**src/rtl/gcn_aggregation_scheduler.sv**
```systemverilog
// ============================================================================
//  Module   : gcn_aggregation_scheduler
//  Brief    : Sequences GCN neighbour aggregation. Consumes an adjacency edge
//             stream, reads the source row from the transformed-feature
//             memory, pulses an accumulate into the destination row, then
//             streams every accumulated row out.
//  Revision : 1.0 - initial release
// ============================================================================
`default_nettype none

module gcn_aggregation_scheduler #(
    parameter int FEATURE_ROWS   = 6,
    parameter int FEATURE_WIDTH  = $clog2(FEATURE_ROWS),
    parameter int EDGE_CNT_WIDTH = 8
) (
    input  logic                      clk,
    input  logic                      rst_n,
    input  logic                      start,
    input  logic                      edge_valid,
    output logic                      edge_ready,
    input  logic [FEATURE_WIDTH-1:0]  edge_src,
    input  logic [FEATURE_WIDTH-1:0]  edge_dst,
    input  logic                      edge_last,
    output logic [FEATURE_WIDTH-1:0]  fm_rd_row,
    output logic                      acc_en,
    output logic [FEATURE_WIDTH-1:0]  acc_write_row,
    output logic [FEATURE_WIDTH-1:0]  acc_read_row,
    output logic                      out_valid,
    input  logic                      out_ready,
    output logic [FEATURE_WIDTH-1:0]  out_row,
    output logic                      busy,
    output logic                      done,
    output logic                      err,
    output logic [EDGE_CNT_WIDTH-1:0] edge_count
);

    localparam logic [FEATURE_WIDTH:0]   c_ROWS     = (FEATURE_WIDTH+1)'(FEATURE_ROWS);
    localparam logic [FEATURE_WIDTH-1:0] c_LAST_ROW = FEATURE_WIDTH'(FEATURE_ROWS - 1);

    typedef enum logic [2:0] {
        IDLE      = 3'd0,
        EDGE_WAIT = 3'd1,
        FETCH     = 3'd2,
        ACCUM     = 3'd3,
        DRAIN     = 3'd4,
        DONE      = 3'd5
    } state_t;

    state_t                      r_state;
    state_t                      w_next;
    logic [FEATURE_WIDTH-1:0]    r_src;
    logic [FEATURE_WIDTH-1:0]    r_dst;
    logic                        r_last;
    logic [FEATURE_WIDTH-1:0]    r_row;
    logic                        r_err;
    logic [EDGE_CNT_WIDTH-1:0]   r_edge_count;

    logic w_edge_hs;
    logic w_edge_ok;
    logic w_out_hs;
    logic w_last_row;

    // Both indices must address a real node, else the edge is dropped.
    assign w_edge_ok  = ({1'b0, edge_src} < c_ROWS) && ({1'b0, edge_dst} < c_ROWS);
    assign w_edge_hs  = (r_state == EDGE_WAIT) && edge_valid;
    assign w_out_hs   = (r_state == DRAIN) && out_ready;
    assign w_last_row = (r_row == c_LAST_ROW);

    assign edge_ready    = (r_state == EDGE_WAIT);
    assign acc_en        = (r_state == ACCUM);
    assign out_valid     = (r_state == DRAIN);
    assign done          = (r_state == DONE);
    assign busy          = (r_state != IDLE);
    assign fm_rd_row     = r_src;
    assign acc_write_row = r_dst;
    assign acc_read_row  = r_row;
    assign out_row       = r_row;
    assign err           = r_err;
    assign edge_count    = r_edge_count;

    // State register.
    always_ff @(posedge clk or negedge rst_n) begin
        if (!rst_n) begin
            r_state <= IDLE;
        end else begin
            r_state <= w_next;
        end
    end

    // Next-state decode; each accepted edge walks FETCH then ACCUM so its
    // accumulate retires before the next edge can be accepted.
    always_comb begin
        w_next = r_state;
        case (r_state)
            IDLE:      if (start) w_next = EDGE_WAIT;
            EDGE_WAIT: begin
                if (w_edge_hs) begin
                    if (w_edge_ok)      w_next = FETCH;
                    else if (edge_last) w_next = DRAIN;
                end
            end
            FETCH:     w_next = ACCUM;
            ACCUM:     w_next = r_last ? DRAIN : EDGE_WAIT;
            DRAIN:     if (w_out_hs && w_last_row) w_next = DONE;
            DONE:      w_next = IDLE;
            default:   w_next = IDLE;
        endcase
    end

    // Edge capture, error/edge counting and drain row counter.
    always_ff @(posedge clk or negedge rst_n) begin
        if (!rst_n) begin
            r_src        <= '0;
            r_dst        <= '0;
            r_last       <= 1'b0;
            r_row        <= '0;
            r_err        <= 1'b0;
            r_edge_count <= '0;
        end else begin
            if ((r_state == IDLE) && start) begin
                r_edge_count <= '0;
                r_err        <= 1'b0;
                r_row        <= '0;
            end
            if (w_edge_hs) begin
                if (w_edge_ok) begin
                    r_src  <= edge_src;
                    r_dst  <= edge_dst;
                    r_last <= edge_last;
                end else begin
                    r_err  <= 1'b1;
                end
            end
            if ((r_state == ACCUM) && (r_edge_count != {EDGE_CNT_WIDTH{1'b1}})) begin
                r_edge_count <= r_edge_count + 1'b1;
            end
            // Counter returns to zero on the final handshake, so every
            // DRAIN entry starts at row 0.
            if (w_out_hs) begin
                r_row <= w_last_row ? '0 : r_row + 1'b1;
            end
        end
    end

endmodule

`default_nettype wire

```
**config.mk**
```make
export PLATFORM = sky130hd
export DESIGN_NAME = gcn_aggregation_scheduler
export DESIGN_NICKNAME = d
export VERILOG_FILES = /design/src/rtl/gcn_aggregation_scheduler.sv
export SDC_FILE = /design/constraint.sdc
export NUM_CORES = 1
export LEC_CHECK = 0
export CORE_MARGIN = 2
export CORE_UTILIZATION = 48
export CTS_CLUSTER_SIZE = 12
export DETAILED_ROUTE_END_ITERATION = 12
export PLACE_DENSITY = 0.95
export SETUP_SLACK_MARGIN = 0.1
export SKIP_CTS_REPAIR_TIMING = 1
export SLEW_MARGIN = 20
export SYNTH_ARGS = -nofsm -noshare
export SYNTH_HDL_FRONTEND = slang
export SYNTH_SLANG_ARGS = --single-unit
```
**constraint.sdc**
```tcl
create_clock -name clk -period 2.25 [get_ports clk]
set_input_delay 0.45 -clock clk [delete_from_list [all_inputs] [get_ports clk]]
set_output_delay 0.45 -clock clk [all_outputs]
set_load 0.02 [all_outputs]
```
==> results.toml <==
[detailed_routing]
postRouteAntennaNets = 0
drc = 0
wirelength_um = 2774
vias = 1028
wl_per_cell_um = 15.85
drt-initial-drc-count = 27
via_per_inst = 5.874
drtPass1Iterations = 4

[run]
max-cap-violations = 0

[worst_setup_path]
startpoint_type = "flip-flop"
required_ns = 1.80
max_stage_delay_ns = 0.49
cp_max_fo = 7
crit_path_end = "acc_en"
worstSetupPathType = "reg2out"
r2r_cells = 5
cp-startpoint = "r_state[2]"
crit_slowest_cell = "dfrtp_1"
crit_top_cell = "inv_2"
critical_path_arrival_ns = 1.52
regToRegSetupSlack_ns = 0.62
timing.rr.start = "edge_count[0]"
end_kind = "output pin"
timing.rr.end = "edge_count[5]"
cp_cell_sequence = "inv_2, nand3_1, inv_2, dlymetal6s2s_1"

[pwr]
switchingPower_uw = 598.1
intPower_uw = 918.7
ir_worst_vdd_uv = 789.4
switching_share_pct = 39.43
pwr-share-seq_pct = 41.1
p_clk_share_pct = 11.7
pwr-share-comb_pct = 47.3
power_density_mw_per_mm2 = 976.8
p_leak_uw = 0.0006706

[cts]
htree_levels = 1
clk_latency_ns = 0.31
cts_buffer_depth = 2
cts_tree = "yes"
clk_pin_slew_worst_paths_ns = 0.12
cts_root_buf = "clkbuf_4"
cts_made_buffers = 3
clock_sinks = 22

[logic_synthesis]
yosysWarnings = 0
synth_cell_types = 33
syn_area_mm2 = 0.001139
ys_ff_latch = 22
syn-num-nets = 125
synthArstFlopShare_pct = 100.0
synth_flop_cell = "dfrtp_1"
synthCells = 112
syn_avg_cell_area_um2 = 10.17
synth-edff-count = 0
ys_seq_area_share_pct = 48.35

[global_route]
met3_usage_pct = 5.429
grt_max_degree = 23
grt_pass1_vias = 1008
grt.busiest_layer = "met2"
grt-ovfl-total = 0
antenna_found_initial = 0
grt_usage_pct = 21.41
globalRouteMet2Util_pct = 39.17
grt_use_met1_pct = 23.20
grt_pass1_wl_um = 4284

[sta]
tightest_slew_ns = 0.5358
finalSetupViolCount = 0
slew_headroom_pct = 64.28
rsz0062_at_grt = "no"
finalClockSkew_ns = 0.01026
hold_slack_ns = 0.4778
hold_viol = 0
max_freq_mhz = 506.7
post-route-min-period_ns = 1.973
drv_slew = 0
post-route-period-util_pct = 87.71

[die]
initial_utilization_pct = 50.98
pin_count = 38
dieArea_mm2 = 0.002778
die_x_um = 52.71
rows = 17
core_area_mm2 = 0.002233
fp.dieH_um = 52.71

[cells_and_area]
final_area_mm2 = 0.001553
final_common_cell = "clkdlybuf4s50_1"
fin_cells = 175
fin_nets = 162
mostFrequentLayoutCells = "32 x clkdlybuf4s50_1, 20 x dfrtp_1, 14 x nand2_1"
antenna_cells = 0
drive_gt1_share_pct = 16.33
synthToLayoutAreaGrowth_pct = 36.37

[worst_hold_path]
hold_path_class = "in2async"

[outcome]
status = "completed"

[placed_design]
dpl-instance-area_mm2 = 0.001505
dp_hpwl_um = 2058
gp_congestion = 0.7768
placedCellCount = 172
io_buffer_count = 37
through the flow:
stage | setup WS, ns | total power [uW] | setup TNS (ns) | util (%)
2_1_floorplan | 0.6585 | 1040 | 0 | -
3_3_place_gp | 0.3062 | 1306 | 0 | 67.40
3_5_place_dp | 0.2525 | 1337 | 0 | 67.40
4_1_cts | -0.1028 | 1516 | -0.1988 | 68.40
5_1_grt | 0.1970 | 1601 | 0 | 69.52
6_report | 0.2765 | 1517 | 0 | 69.52
synth_stat cells, types with 2 or more instances:
master | count | area, um^2
a21oi_1 | 4 | 20.02
a22oi_1 | 2 | 15.01
a31o_2 | 2 | 17.52
and3_1 | 2 | 12.51
buf_4 | 4 | 30.03
dfrtp_1 | 22 | 550.5
inv_1 | 4 | 15.01
inv_2 | 3 | 11.26
mux2_2 | 7 | 78.83
nand2_1 | 14 | 52.55
nand3_1 | 8 | 40.04
nand4_1 | 2 | 12.51
nor2_1 | 2 | 7.510
o21ai_0 | 12 | 60.06
o22ai_1 | 2 | 12.51
o31ai_1 | 4 | 30.03
xnor2_1 | 2 | 17.52
layer usage:
metal / share of wire (%) / wire, um / vias to the layer above
li1: - / - / 479
met1: 40 / 1109 / 501
met2: 53 / 1480 / 43
met3: 5.4 / 149 / 5
met4: 1.2 / 34 / 0
met5: 0 / 0 / -
layout make-up:
class | instances | area, um^2
timing repair buffer | 38 | 390.4
fill | 180 | 680.7
inverter | 7 | 26.28
sequential | 22 | 553.0
clock buffer | 3 | 22.52
tap | 28 | 35.03
multi-input combinational | 77 | 525.5
sequential cells by signal (all words and copies together) (netlist names):
| register | flops |
|---|---|
| edge_count | 8 |
| acc_read_row | 3 |
| acc_write_row | 3 |
| fm_rd_row | 3 |
| r_state | 3 |
| err | 1 |
| r_last | 1 |
power groups by stage:
stage	clock (uW)	sequential (uW)	combinational (uW)
after global placement	0	606	700
after floorplan	0	675	365
after global routing	199	640	762
after detailed placement	0	617	720
after CTS	180	611	725
final	177	623	717
critical path: cells and delay by family (launching register included):
kind	cells	cell delay, ns
flops	1	0.49
buf+inv	3	0.53
simple gates	1	0.18
logic make-up after synthesis:
group	synth area share, %
AO/OA/AOI/OAI	17.47
XOR/XNOR	2.308
adder cells (fa/ha/maj)	1.099
buffers and inverters	6.373
flip-flops	48.35
multiplexers	7.803
AND/OR/NAND/NOR	16.59
how the worst min path moves through the flow:
| stage | start | to | depth (start not counted) |
|---|---|---|---|
| floorplan | rst_n | acc_read_row[0] | 0 |
| CTS | rst_n | edge_count[4] | 2 |
| detailed placement | err | err | 2 |
| global route | rst_n | edge_count[4] | 2 |
| global placement | err | err | 2 |
| finish | rst_n | edge_count[4] | 2 |
No activity file was read; power rests on OpenSTA's default activity.
